$ cat config.mk
export PLATFORM = sky130hd
export DESIGN_NAME = uart_tx
export DESIGN_NICKNAME = d
export VERILOG_FILES = /design/src/rtl/uart_tx_pkg.sv /design/src/rtl/uart_tx.sv
export SDC_FILE = /design/constraint.sdc
export NUM_CORES = 1
export LEC_CHECK = 0
export ABC_CLOCK_PERIOD_IN_PS = 2800
export CAP_MARGIN = 20
export CELL_PAD_IN_SITES_DETAIL_PLACEMENT = 0
export CELL_PAD_IN_SITES_GLOBAL_PLACEMENT = 1
export CORE_MARGIN = 1.5
export CORE_UTILIZATION = 44
export CTS_CLUSTER_DIAMETER = 30
export DETAILED_ROUTE_END_ITERATION = 6
export PLACE_DENSITY_LB_ADDON = 0.2
export SYNTH_ARGS = -nofsm -noshare
export SYNTH_HDL_FRONTEND = slang
export SYNTH_SLANG_ARGS = --single-unit
$ cat constraint.sdc
create_clock -name clk -period 2.8 [get_ports clk]
set_input_delay 0.28 -clock clk [delete_from_list [all_inputs] [get_ports clk]]
set_output_delay 0.28 -clock clk [all_outputs]
set_load 0.05 [all_outputs]
$ cat src/rtl/uart_tx_pkg.sv
// uart_tx shared definitions: FSM state encoding, parity control bit
// positions (common with the receiver) and the default bit period.
package uart_tx_pkg;

    typedef enum logic [2:0] {
        UART_TX_IDLE,
        UART_TX_START,
        UART_TX_DATA,
        UART_TX_PARITY,
        UART_TX_STOP
    } uart_tx_state_e;

    localparam int UART_PAR_EN  = 1;
    localparam int UART_PAR_ODD = 0;

    localparam int unsigned UART_CLKS_PER_BIT = 8;

endpackage

$ cat src/rtl/uart_tx.sv
// UART transmitter: start, 8 data bits LSB first, optional parity, stop.
// Define UART_TX_TWO_STOP_EN to send two stop bits instead of one.
module uart_tx
    import uart_tx_pkg::*;
#(
    parameter int unsigned CLKS_PER_BIT = UART_CLKS_PER_BIT
) (
    input  logic       clk,
    input  logic       rst,
    input  logic [1:0] parity,
    input  logic [7:0] txdata,
    input  logic       txstart,
    output logic       ready,
    output logic       tx,
    output logic       txdone
);

    localparam int unsigned CW = (CLKS_PER_BIT > 1) ? $clog2(CLKS_PER_BIT) : 1;
    localparam logic [CW-1:0] LAST = CW'(CLKS_PER_BIT - 1);

    uart_tx_state_e state_q, state_d;
    logic [CW-1:0]  cnt_q, cnt_d;
    logic [2:0]     bit_q, bit_d;
    logic [7:0]     sh_q, sh_d;
    logic [1:0]     par_q, par_d;
    logic           acc_q, acc_d;
    logic           tx_q, tx_d;
    logic           bit_end;
    logic           last_stop;

`ifdef UART_TX_TWO_STOP_EN
    logic stop2_q, stop2_d;

    always_ff @(posedge clk or posedge rst) begin
        if (rst) stop2_q <= 1'b0;
        else     stop2_q <= stop2_d;
    end

    assign last_stop = stop2_q;
`else
    assign last_stop = 1'b1;
`endif

    assign bit_end = (cnt_q == LAST);

    always_ff @(posedge clk or posedge rst) begin
        if (rst) begin
            state_q <= UART_TX_IDLE;
            cnt_q   <= '0;
            bit_q   <= '0;
            sh_q    <= '0;
            par_q   <= '0;
            acc_q   <= 1'b0;
            tx_q    <= 1'b1;
        end else begin
            state_q <= state_d;
            cnt_q   <= cnt_d;
            bit_q   <= bit_d;
            sh_q    <= sh_d;
            par_q   <= par_d;
            acc_q   <= acc_d;
            tx_q    <= tx_d;
        end
    end

    // tx_d is the line value for the state being entered, so tx stays a flop
    always_comb begin
        state_d = state_q;
        cnt_d   = cnt_q;
        bit_d   = bit_q;
        sh_d    = sh_q;
        par_d   = par_q;
        acc_d   = acc_q;
        tx_d    = tx_q;
`ifdef UART_TX_TWO_STOP_EN
        stop2_d = stop2_q;
`endif
        if (state_q != UART_TX_IDLE) begin
            cnt_d = bit_end ? '0 : cnt_q + CW'(1);
        end
        unique case (state_q)
            UART_TX_IDLE: begin
                tx_d = 1'b1;
                if (txstart) begin
                    state_d = UART_TX_START;
                    cnt_d   = '0;
                    bit_d   = '0;
                    sh_d    = txdata;
                    par_d   = parity;
                    acc_d   = 1'b0;
                    tx_d    = 1'b0;
                end
            end
            UART_TX_START: begin
                if (bit_end) begin
                    state_d = UART_TX_DATA;
                    tx_d    = sh_q[0];
                end
            end
            UART_TX_DATA: begin
                if (bit_end) begin
                    sh_d  = {1'b0, sh_q[7:1]};
                    acc_d = acc_q ^ sh_q[0];
                    bit_d = bit_q + 3'd1;
                    if (bit_q != 3'd7) begin
                        tx_d = sh_q[1];
                    end else if (par_q[UART_PAR_EN]) begin
                        state_d = UART_TX_PARITY;
                        tx_d    = acc_q ^ sh_q[0] ^ par_q[UART_PAR_ODD];
                    end else begin
                        state_d = UART_TX_STOP;
                        tx_d    = 1'b1;
                    end
                end
            end
            UART_TX_PARITY: begin
                if (bit_end) begin
                    state_d = UART_TX_STOP;
                    tx_d    = 1'b1;
                end
            end
            UART_TX_STOP: begin
                tx_d = 1'b1;
                if (bit_end) begin
`ifdef UART_TX_TWO_STOP_EN
                    stop2_d = ~stop2_q;
`endif
                    if (last_stop) state_d = UART_TX_IDLE;
                end
            end
            default: begin
                state_d = UART_TX_IDLE;
                tx_d    = 1'b1;
            end
        endcase
    end

    assign ready  = (state_q == UART_TX_IDLE);
    assign tx     = tx_q;
    assign txdone = (state_q == UART_TX_STOP) && bit_end && last_stop;

endmodule

; Yosys cells after proc, flatten, opt, wreduce, memory -nomap -nowiden
; Index checks and enable logic that the tools add are counted.
[word_totals]
register_bits = 21
input_bits = 13
out_inout_bits = 3
word_cells = 59
[op_classes]
addsub = 2
n_eq_ne = 12
n_mux = 28
bitwise_logic = 2
reduce_logical = 8
[ops]
columns = op, n
row1 = 3-bit 2-to-1 mux, 13
row2 = 8-bit 2-to-1 mux, 2
row3 = 8-bit case mux with 2 select lines, 1
row4 = 3-bit case mux with 5 select lines, 1
row5 = 2-bit != test (second input constant), 6
row6 = 1-bit 2-to-1 mux, 8
row7 = 3-bit by 1-bit adder with 3-bit output (second input constant), 2
row8 = 3-bit by 2-bit == test with 1-bit output (second input constant), 2
row9 = 3-bit == test (second input constant), 2
row10 = 3-bit case mux with 2 select lines, 1
row11 = 3-bit AND reduction, 2
row12 = 6-bit AND reduction, 1
row13 = 1-bit case mux with 4 select lines, 1
row14 = 3-bit by 1-bit == test with 1-bit output (second input constant), 1
row15 = 3-bit zero test, 1
row16 = 3-bit != test (second input constant), 1
row17 = 3-bit nonzero test, 1
row18 = 1-bit case mux with 2 select lines, 1
row19 = 2-bit AND reduction, 1
row20 = 2-bit nonzero test, 1
row21 = 1-bit XOR, 2
row22 = 1-bit logical AND, 1

; Depth between registers and ports, before layout
[depth]
word_depth = 6
depth_mapped = 9
mapped_depth_nobuf = 6

; Worst setup path before layout
; OpenSTA, ideal clock, no wires.
[synth_path]
path_type = register to register
start = reg state_q[1]
end = reg cnt_q[1]
t_arrival_ns = 2.028
required_ns = 2.601
setup_slack_ns = 0.572
path_stages_with_launch = 4
n_path_buf = 1
period_less_slack_ns = 2.228
cell_sequence = dfrtp_1 > buf_6 > nor3_1 > o21ai_0
[synth_between]
word_cells_on_any_way = 5
classes_between = 3 x mux / 2 x reduce/logical
[synth_rtl]
columns = item, line_no
row1 = start: declaration, uart_tx.sv:21  ; uart_tx_state_e state_q, state_d;
row2 = start signal: assignment, uart_tx.sv:56  ; state_q <= state_d;
row3 = 3-bit zero test, --
row4 = via ready, uart_tx.sv:13  ; output logic ready,
row5 = 3-bit 2-to-1 mux, uart_tx.sv:81  ; unique case (state_q)
row6 = via cnt_d[1], uart_tx.sv:22  ; logic [CW-1:0] cnt_q, cnt_d;
row7 = end signal: assignment, uart_tx.sv:57  ; cnt_q <= cnt_d;
row8 = end: declaration, uart_tx.sv:22
; The timed path passes the listed nets, and every way through them passes these cells.
; A chain may end at the register's enable or synchronous reset.

; Final worst setup path
[layout_path]
start = reg cnt_q[0]
end = out txdone
[layout_between]
elab_chain_cells = 2
[layout_rtl]
columns = item, line_no
row1 = 3-bit == test, uart_tx.sv:44  ; assign bit_end = (cnt_q == LAST);
row2 = 1-bit logical AND, uart_tx.sv:140  ; assign txdone = (state_q == UART_TX_STOP) && bit_end && last_stop;
row3 = end: declaration, uart_tx.sv:15  ; output logic txdone
; Every way passes these cells.

==> flow_summary.toml <==
[timing]
tightest_slew_ns = 0.795
setup-violations-final = 0
post-route-period-util_pct = 91.5
max_freq_mhz = 390
hold_viol = 0
setup_ws_ns = 0.238
setup-tns-final_ns = 0
rsz0062_at_grt = "no"
fin_crit_ns = 2.56
relSlewSlack_pct = 46.9
finClkSkew_ns = 0.00340
whs_ns = 0.411
slew_violations = 0

[layout]
fillers = 236
drive_above_1_share_pct = 13.0
utilization_pct = 53.0
nNetsFinal = 141
n_antenna_cell = 0
syn2layout_area_growth_pct = 15.2

[worst_setup_path]
crit_path_cell_trace = "ha_1, ha_1, inv_1, nor2_1, clkdlybuf4s50_1"
path_delay_family = "buffers and inverters"
critPathLaunch = "cnt_q[0]$_DFF_PP0_"
critPathSlowestCell = "clkdlybuf4s50_1"
reg2regPathDepth = 6
endpoint = "txdone"
crit_arrival_ns = 2.28
r2r_setup_slack_ns = 0.74
path_depth = 5
worst-path-buf-inv = 2
cp.required_ns = 2.52
cpPeakStageDelay_ns = 0.80
cp_common_cell = "ha_1"
crit_type = "flop to output pin"
crit_fanout = 8
worstSetupStartpointType = "flop"
rr_startpoint = "cnt_q[0]$_DFF_PP0_"
r2r-end = "acc_q$_DFFE_PP0P_"
endpoint_kind = "output pin"

[floorplan]
row_count = 18
dieArea_um2 = 2880
core_um2 = 2450
fp.dieH_um = 53.6
ioPinCount = 16
die_w_um = 53.6
initial_core_util_pct = 46.0

[pwr]
powerDensity_nw_per_um2 = 939
p_sw_w = 0.000508
pwr-share-clk_pct = 12.3
p_sw_share_pct = 41.6
seqPwrFrac_pct = 46.0
p_int_w = 0.000714
p_total_w = 0.00122
ir_worst_vdd_uv = 524
p_comb_share_pct = 41.6
power_leakage_nw = 0.543

[clocking]
cts_post_setup_buffers_inserted = 0
cts-buffers-inserted = 3
clockBufferDepth = 2
htree_levels = 1
cts_resized = 0
ctsHoldBuffers = 0
cts_tree = "yes"
cts_root_buf = "clkbuf_4"
clk_latency_ns = 0.30
clock_sinks = 21
cts.clk_slew.worst_paths_ns = 0.12

[logic_synthesis]
yosys.area_share.xor_xnor_pct = 1.55
synth_top_family_by_area = "compound AO/OA/AOI/OAI gates"
synthTopCellsByArea = "dfrtp_1 (44%), mux2i_1 (7.1%), nand2_1 (4.7%), ha_1 (4.4%), o21ai_0 (3.5%)"
syn-mean-instance-area_um2 = 10.4
ys_warn_count = 0
synth_top_area_share_pct = 44.3
synth.net_count = 126
synthCells = 109
yosys.area_share.simple_pct = 15.3
ys_seq_elements = 21
synth_compound_area_share_pct = 16.4
ys_seq_area_share_pct = 46.7
synth_fa_ha_area_share_pct = 4.43
synthMuxAreaShare_pct = 9.42
synth_largest_area_cell = "dfrtp_1"
yosys.cell_types.count = 33
syn_area_um2 = 1130

[route]
ant_nets = 0
drtPass1Iterations = 4
dr_total_vias = 845
viasPerCell = 5.52
drc = 0
drtIter0Drc = 25
wl_per_cell_um = 13.8
totalWireLength_mm = 2.11

[min_path]
hold_class = "input pin to async pin"

[global_route]
grt_pass1_wl_mm = 3.48
grt_pass1_vias = 810
grt_max_degree = 22
overflow = 0
antenna_found_initial = 0
grt_use_total_pct = 16.8

[run]
cap_violations = 0

[place]
place.gp.congestion = 0.741
port_buffers = 15
pre_cts_ws_ns = 0.600
dp_hpwl_mm = 1.50

[outcome]
status = "completed"
-- per-stage QoR --
step | area, µm² | std cells
detailed placement | 1270 | 149
finish | 1300 | 153
CTS | 1300 | 153
global route | 1300 | 153
global placement | 1270 | 149
floorplan | 1130 | 109
-- worst register-to-register path: stages (launching register included) --
cell	delay [ns]
dfrtp_1	0.41
ha_1	0.16
ha_1	0.34
nand2_2	0.14
a211o_1	0.56
o21ai_0	0.24
o21ai_0	0.11
-- worst min-delay path by stage --
stage | from | endpoint | slack [ns]
floorplan | rst | acc_q$_DFFE_PP0P_ | 0.26
global placement | sh_q[6]$_DFFE_PP0P_ | sh_q[6]$_DFFE_PP0P_ | 0.47
detailed placement | sh_q[6]$_DFFE_PP0P_ | sh_q[6]$_DFFE_PP0P_ | 0.48
CTS | rst | cnt_q[2]$_DFF_PP0_ | 0.46
global route | rst | sh_q[6]$_DFFE_PP0P_ | 0.52
finish | rst | cnt_q[2]$_DFF_PP0_ | 0.41
-- logic make-up after synthesis --
logic type / count (synthesis)
and+or+nand+nor: 33
AOI/OAI and AO/OA: 28
DFF: 21
buffers and inverters: 11
muxes: 10
adders and majority gates: 4
xor gates and xnor gates: 2
-- power by group through the flow --
stage | logic, W | registers, W | clock network (W)
6_report | 0.000508 | 0.000562 | 0.000150
2_1_floorplan | 0.000431 | 0.000534 | 0
5_1_grt | 0.000573 | 0.000579 | 0.000164
3_3_place_gp | 0.000498 | 0.000562 | 0
4_1_cts | 0.000513 | 0.000561 | 0.000152
3_5_place_dp | 0.000510 | 0.000567 | 0
-- synth_stat cells --
cell,count
a22o_1,2
nand2_1,14
dfrtp_1,20
a211o_1,1
o221ai_2,1
mux2_2,1
nor4_1,2
nand3b_1,3
buf_2,2
o21ai_1,4
a31oi_1,1
o21ai_2,3
o32ai_1,1
nor2_1,6
nor2b_1,1
nand2b_4,1
mux2i_1,8
inv_1,4
a21oi_1,4
mux2_4,1
nor3_1,3
ha_1,4
o21ai_0,8
inv_2,1
buf_6,3
nand2_2,1
nand3_1,1
a211oi_1,1
nor3_4,1
dfstp_2,1
buf_4,1
o31ai_1,2
xnor2_1,2
-- final cells by class --
cell class	count	area, µm²	area share, %
Sequential cell	21	527	40.5
Inverter	5	18.8	1.44
Timing Repair Buffer	16	158	12.1
Clock inverter	1	5.00	0.385
Clock buffer	3	22.5	1.73
Tap cell	30	37.5	2.89
Multi-Input combinational cell	77	532	40.9
-- layout by cell type, fill, tap and decap left out, types with 3 or more instances in the layout --
| cell | instances |
|---|---|
| ha_1 | 4 |
| clkdlybuf4s50_1 | 15 |
| o21ai_2 | 3 |
| o21ai_0 | 8 |
| nor3_1 | 3 |
| o21ai_1 | 4 |
| nor2_1 | 6 |
| nand2_1 | 14 |
| clkbuf_4 | 3 |
| mux2i_1 | 8 |
| inv_1 | 4 |
| nand3b_1 | 3 |
| dfrtp_1 | 20 |
| a21oi_1 | 4 |
-- per-layer routing --
layer	GRT usage, %	vias to the layer above	part of all wire, %	wire (µm)
met2	27.0	21	48	1010
met4	7.69	0	1.6	33
met3	2.50	6	3.6	77
met1	22.3	397	47	991
met5	0	-	0	0
li1	-	421	-	-
-- sequential cells by signal (all words and copies together), names as in the netlist --
register and flops:
sh_q 8, bit_q 3, cnt_q 3, state_q 3
par_q 2, acc_q 1, tx 1
No activity file was read; power rests on OpenSTA's default activity.
